==> src/rtl/bin_to_gray_counter.sv <==
// -----------------------------------------------------------------------------
// bin_to_gray_counter
//
// Registered binary up/down counter that also emits the Gray code of its count.
// Binary and Gray values come from the same register stage, so they never skew
// against each other. Each count step changes exactly one Gray bit. That makes
// the Gray output usable as an async-FIFO pointer or as an encoder position code.
//
// Parameters:
//   WIDTH        counter / code width in bits (minimum 2)
//
// Ports:
//   clk          rising-edge clock
//   rst_n        asynchronous active-low reset
//   en_i         advance the count by one step this cycle
//   up_i         direction (1 = increment, 0 = decrement), used only on a step
//   load_i       load load_bin_i into the counter; has priority over en_i
//   load_bin_i   binary value to load
//   bin_o        registered binary count
//   gray_o       registered Gray code of bin_o
//   wrap_o       one-cycle pulse when a count step wraps around
//   step_err_o   sticky flag: a load moved the Gray code by more than one bit
//
// Optional feature:
//   BIN_TO_GRAY_STEP_CHECK_EN  when defined, loads are checked against the
//                              current Gray code and step_err_o latches on a
//                              multi-bit jump. When undefined, step_err_o is 0.
// -----------------------------------------------------------------------------
module bin_to_gray_counter #(
    parameter int WIDTH = 4
) (
    input  logic             clk,
    input  logic             rst_n,
    input  logic             en_i,
    input  logic             up_i,
    input  logic             load_i,
    input  logic [WIDTH-1:0] load_bin_i,
    output logic [WIDTH-1:0] bin_o,
    output logic [WIDTH-1:0] gray_o,
    output logic             wrap_o,
    output logic             step_err_o
);

    localparam logic [WIDTH-1:0] ZERO = {WIDTH{1'b0}};
    localparam logic [WIDTH-1:0] ONE  = {{(WIDTH-1){1'b0}}, 1'b1};
    localparam logic [WIDTH-1:0] MAX  = {WIDTH{1'b1}};

    // Binary to reflected Gray code.
    function automatic logic [WIDTH-1:0] bin2gray(input logic [WIDTH-1:0] b);
        return b ^ (b >> 1);
    endfunction

`ifdef BIN_TO_GRAY_STEP_CHECK_EN
    // True when more than one bit of v is set (clearing the lowest set bit
    // leaves something behind).
    function automatic logic multi_bit(input logic [WIDTH-1:0] v);
        return (v & (v - ONE)) != ZERO;
    endfunction
`endif

    logic [WIDTH-1:0] bin_q,  bin_d;
    logic [WIDTH-1:0] gray_q, gray_d;
    logic             wrap_q, wrap_d;
    logic             step_err_q, step_err_d;

    // Next-state selection: load beats step, step beats hold.
    always_comb begin
        bin_d  = bin_q;
        wrap_d = 1'b0;
        if (load_i) begin
            // A load never signals wrap, even if the value looks wrapped.
            bin_d  = load_bin_i;
            wrap_d = 1'b0;
        end else if (en_i) begin
            if (up_i) begin
                bin_d  = bin_q + ONE;
                wrap_d = (bin_q == MAX);
            end else begin
                bin_d  = bin_q - ONE;
                wrap_d = (bin_q == ZERO);
            end
        end else begin
            bin_d  = bin_q;
            wrap_d = 1'b0;
        end
        // Gray is encoded from the next binary value, so both outputs share
        // the same register stage.
        gray_d = bin2gray(bin_d);
    end

    // Sticky step-error next state.
    always_comb begin
        step_err_d = 1'b0;
`ifdef BIN_TO_GRAY_STEP_CHECK_EN
        if (load_i && multi_bit(gray_d ^ gray_q)) begin
            step_err_d = 1'b1;
        end else begin
            step_err_d = step_err_q;
        end
`else
        step_err_d = 1'b0;
`endif
    end

    // State registers with asynchronous reset to all-zero.
    always_ff @(posedge clk or negedge rst_n) begin
        if (!rst_n) begin
            bin_q      <= ZERO;
            gray_q     <= ZERO;
            wrap_q     <= 1'b0;
            step_err_q <= 1'b0;
        end else begin
            bin_q      <= bin_d;
            gray_q     <= gray_d;
            wrap_q     <= wrap_d;
            step_err_q <= step_err_d;
        end
    end

    assign bin_o      = bin_q;
    assign gray_o     = gray_q;
    assign wrap_o     = wrap_q;
    assign step_err_o = step_err_q;

endmodule

==> config.mk <==
export PLATFORM = sky130hd
export DESIGN_NAME = bin_to_gray_counter
export DESIGN_NICKNAME = d
export VERILOG_FILES = /design/src/rtl/bin_to_gray_counter.sv
export SDC_FILE = /design/constraint.sdc
export NUM_CORES = 1
export LEC_CHECK = 0
export ABC_AREA = 1
export ABC_CLOCK_PERIOD_IN_PS = 1700
export CAP_MARGIN = 20
export CORE_MARGIN = 8
export CORE_UTILIZATION = 35
export DETAILED_ROUTE_END_ITERATION = 6
export PLACE_DENSITY_LB_ADDON = 0.1
export RECOVER_POWER = 100
export SYNTH_ARGS = -nofsm -noshare
export SYNTH_HDL_FRONTEND = slang
export SYNTH_SLANG_ARGS = --single-unit
==> constraint.sdc <==
create_clock -name clk -period 1.7 [get_ports clk]
set_input_delay 0.17 -clock clk [delete_from_list [all_inputs] [get_ports clk]]
set_output_delay 0.17 -clock clk [all_outputs]
set_load 0.02 [all_outputs]
==> flow_summary_export.csv <==
group,metric,value,unit
status,outcome,"complete, no violations",
critical_path,r2r_start,"bin_o[1]$_DFF_PN0_",
grt,grt_pass1_wl,1900,um
grt,grt_pass1_vias,455,
synthesis,postSynth.asyncResetShare,100,%
routing,wl,1190,um
synthesis,synth_top_family_by_area,"simple AND/OR/NAND/NOR gates",
grt,grt_max_degree,9,
clocking,cts_sinks,8,
synthesis,yosys.area_share.simple,22.0,%
timing,final-hold-violation-count,0,
routing,route.detailed.drc,0,
flow_run,cap_violations,0,
timing,min_period,1.64,ns
critical_path,crit_slowest_cell,"dlygate4sd3_1",
clocking,ctsResizeCount,0,
timing,setup_viol,0,
synthesis,yosysTopAreaCell,"dfrtp_1",
synthesis,yosysWarnings,0,
pwr,p_leak,0.367,nW
synthesis,synth_seq_area_share,40.4,%
pwr,power,0.000649,W
critical_path,critPathKind,"flop to primary output",
clocking,cts_hold_buf,0,
placement,dp.final_hpwl,987,um
floorplan,pin_count,19,
placement,placed_cell_area,707,um^2
clocking,cts_max_level,1,
critical_path,r2r-end,"gray_o[1]$_DFF_PN0_",
placement,gp_congestion,0.766,
synthesis,netlist_area,495,um^2
grt,antenna_found_initial,0,
synthesis,synth_cells,62,
floorplan,placementRows,13,
clocking,clockBufferDepth,2,
grt,grt-ovfl-total,0,
critical_path,r2r_cells,6,
clocking,path_clk_slew,0.06,ns
synthesis,synth_compound_area_share,11.9,%
cells_and_area,synthToLayoutAreaGrowth,47.2,%
timing,maxSlewViolCount,0,
floorplan,die_h,53.6,um
timing,finClkSkew,0.0121,ns
synthesis,synthDistinctLibCells,21,
timing,max_freq,0.608,GHz
routing,routedWlPerCell,11.9,um
synthesis,syn_avg_cell_area,7.99,um^2
critical_path,startpoint_type,"flop",
critical_path,arrival,1.47,ns
synthesis,synth_fp_nets,74,
synthesis,synth.mux.area_fraction,0,%
clocking,cts_tree,"built",
floorplan,core,1320,um^2
cells_and_area,drive_above_1_share,18.8,%
floorplan,start_util,37.6,%
routing,antenna_left,0,
floorplan,die_w,53.6,um
worst_hold_path,hp-class,"input port to asynchronous set/reset pin",
clocking,cts_buffers,3,
synthesis,yosysTopAreaCellShare,40.4,%
synthesis,synth_edf_count,0,
cells_and_area,n_antenna_cell,0,
synthesis,synth_top_cells_by_area,"dfrtp_1 40%, nand2_1 13%, ha_1 5.1%",
clocking,clock_latency,0.26,ns
cells_and_area,final_common_cell,"nand2_1",
routing,via_per_inst,4.77,
synthesis,synthXorXnorAreaFrac,5.30,%
cells_and_area,mostFrequentLayoutCells,"17 x nand2_1, 10 x dlygate4sd3_1, 8 x dfrtp_1, 7 x clkdlybuf4s50_1",
critical_path,worstPathMaxFanout,5,
cells_and_area,post-route-util,55.4,%
synthesis,synthFlopType,"dfrtp_1",
critical_path,path_cells,"buf_4 > dlygate4sd3_1",
critical_path,crit_required,1.53,ns
critical_path,max_stage_delay,0.65,ns
cells_and_area,nets,99,
timing,grt_setup_unrepaired,"false",
critical_path,reg2reg_setup_slack,0.14,ns
synthesis,yosys.area_share.adder,9.09,%
synthesis,ys_seq_elements,8,
cells_and_area,design_area,729,um^2
routing,vias,477,
pwr,ir_drop,391,uV
pwr,power.density,889,nW/um^2
routing,firstDrtPassIters,4,
placement,port_buffers,17,
timing,fin_crit_sh,96.7,%
floorplan,die-area,2880,um^2
clocking,cts_setup_buffers,0,
grt,grtUsageTotal,9.13,%
clocking,root_buffer,"clkbuf_4",
routing,drtIter0Drc,15,
critical_path,worstSetupEndpointType,"primary output",
==> routing by layer <==
| metal | share of wire [%] | global-route usage (%) | routed length [um] |
|---|---|---|---|
| met4 | 2.7 | 5.04 | 32 |
| met5 | 0 | 0 | 0 |
| met3 | 10 | 4.13 | 121 |
| met2 | 48 | 15.8 | 573 |
| met1 | 39 | 8.90 | 465 |
==> power breakdown <==
| group | total, W | internal (W) | leakage [nW] | switching (W) |
|---|---|---|---|---|
| Sequential | 0.000239 | 0.000220 | 0.0952 | 0.0000191 |
| Clock | 0.000151 | 0.0000812 | 0.0138 | 0.0000703 |
| Combinational | 0.000258 | 0.000120 | 0.258 | 0.000138 |
==> cells in the mapped netlist, types with 2 or more instances <==
| cell | instances |
|---|---|
| nand2_1 | 17 |
| o21ai_1 | 2 |
| xor2_1 | 2 |
| nor2_1 | 2 |
| buf_4 | 2 |
| ha_1 | 2 |
| inv_1 | 5 |
| dfrtp_1 | 8 |
| inv_2 | 5 |
| nor3_1 | 2 |
| a21oi_1 | 3 |
| nand3_1 | 3 |
==> state kept, by name (all words and copies together) (netlist names) <==
register and cells:
wrap_o 1, bin_o 4, gray_o 3
==> critical path, delay by kind of cell (launching register included) <==
family                 cells  cell delay [ns]
buffers and inverters      2             0.81
flip-flops                 1             0.40
==> cells by family (layout without fill, tap and decap cells) <==
kind of cell               count (synthesis)  after routing
xor gates and xnor gates                   3              3
DFF                                        8              8
AOI/OAI and AO/OA                          9              9
adders and majority gates                  3              3
other                                      1              1
buffers and inverters                     12             35
and+or+nand+nor                           26             26
==> how the worst max path moves through the flow <==
stage / cells after the start / from / slack [ns] / to
2_1_floorplan: 6 / bin_o[0]$_DFF_PN0_ / 0.13 / gray_o[1]$_DFF_PN0_
3_3_place_gp: 8 / up_i / -0.15 / gray_o[1]$_DFF_PN0_
3_5_place_dp: 8 / up_i / -0.14 / gray_o[1]$_DFF_PN0_
4_1_cts: 8 / up_i / 0.1 / gray_o[1]$_DFF_PN0_
5_1_grt: 8 / up_i / 0.03 / gray_o[1]$_DFF_PN0_
6_report: 2 / bin_o[0]$_DFF_PN0_ / 0.06 / bin_o[0]
==> stage by stage <==
step	setup TNS [ns]	hold slack [ns]	worst slack (ns)	instances
2_1_floorplan	0	-0.126	0.131	62
3_3_place_gp	-0.479	0.472	-0.149	97
3_5_place_dp	-0.455	0.484	-0.144	97
4_1_cts	0	0.204	0.0964	100
5_1_grt	0	0.282	0.0295	100
6_report	0	0.260	0.0556	100
==> layout make-up <==
class | instances | area, um^2
Tap cell | 15 | 18.8
Fill cell | 129 | 588
Clock buffer | 3 | 22.5
Timing Repair Buffer | 22 | 208
Multi-Input combinational cell | 42 | 243
Inverter | 10 | 37.5
Sequential cell | 8 | 200
No activity file was read; power rests on OpenSTA's default activity.
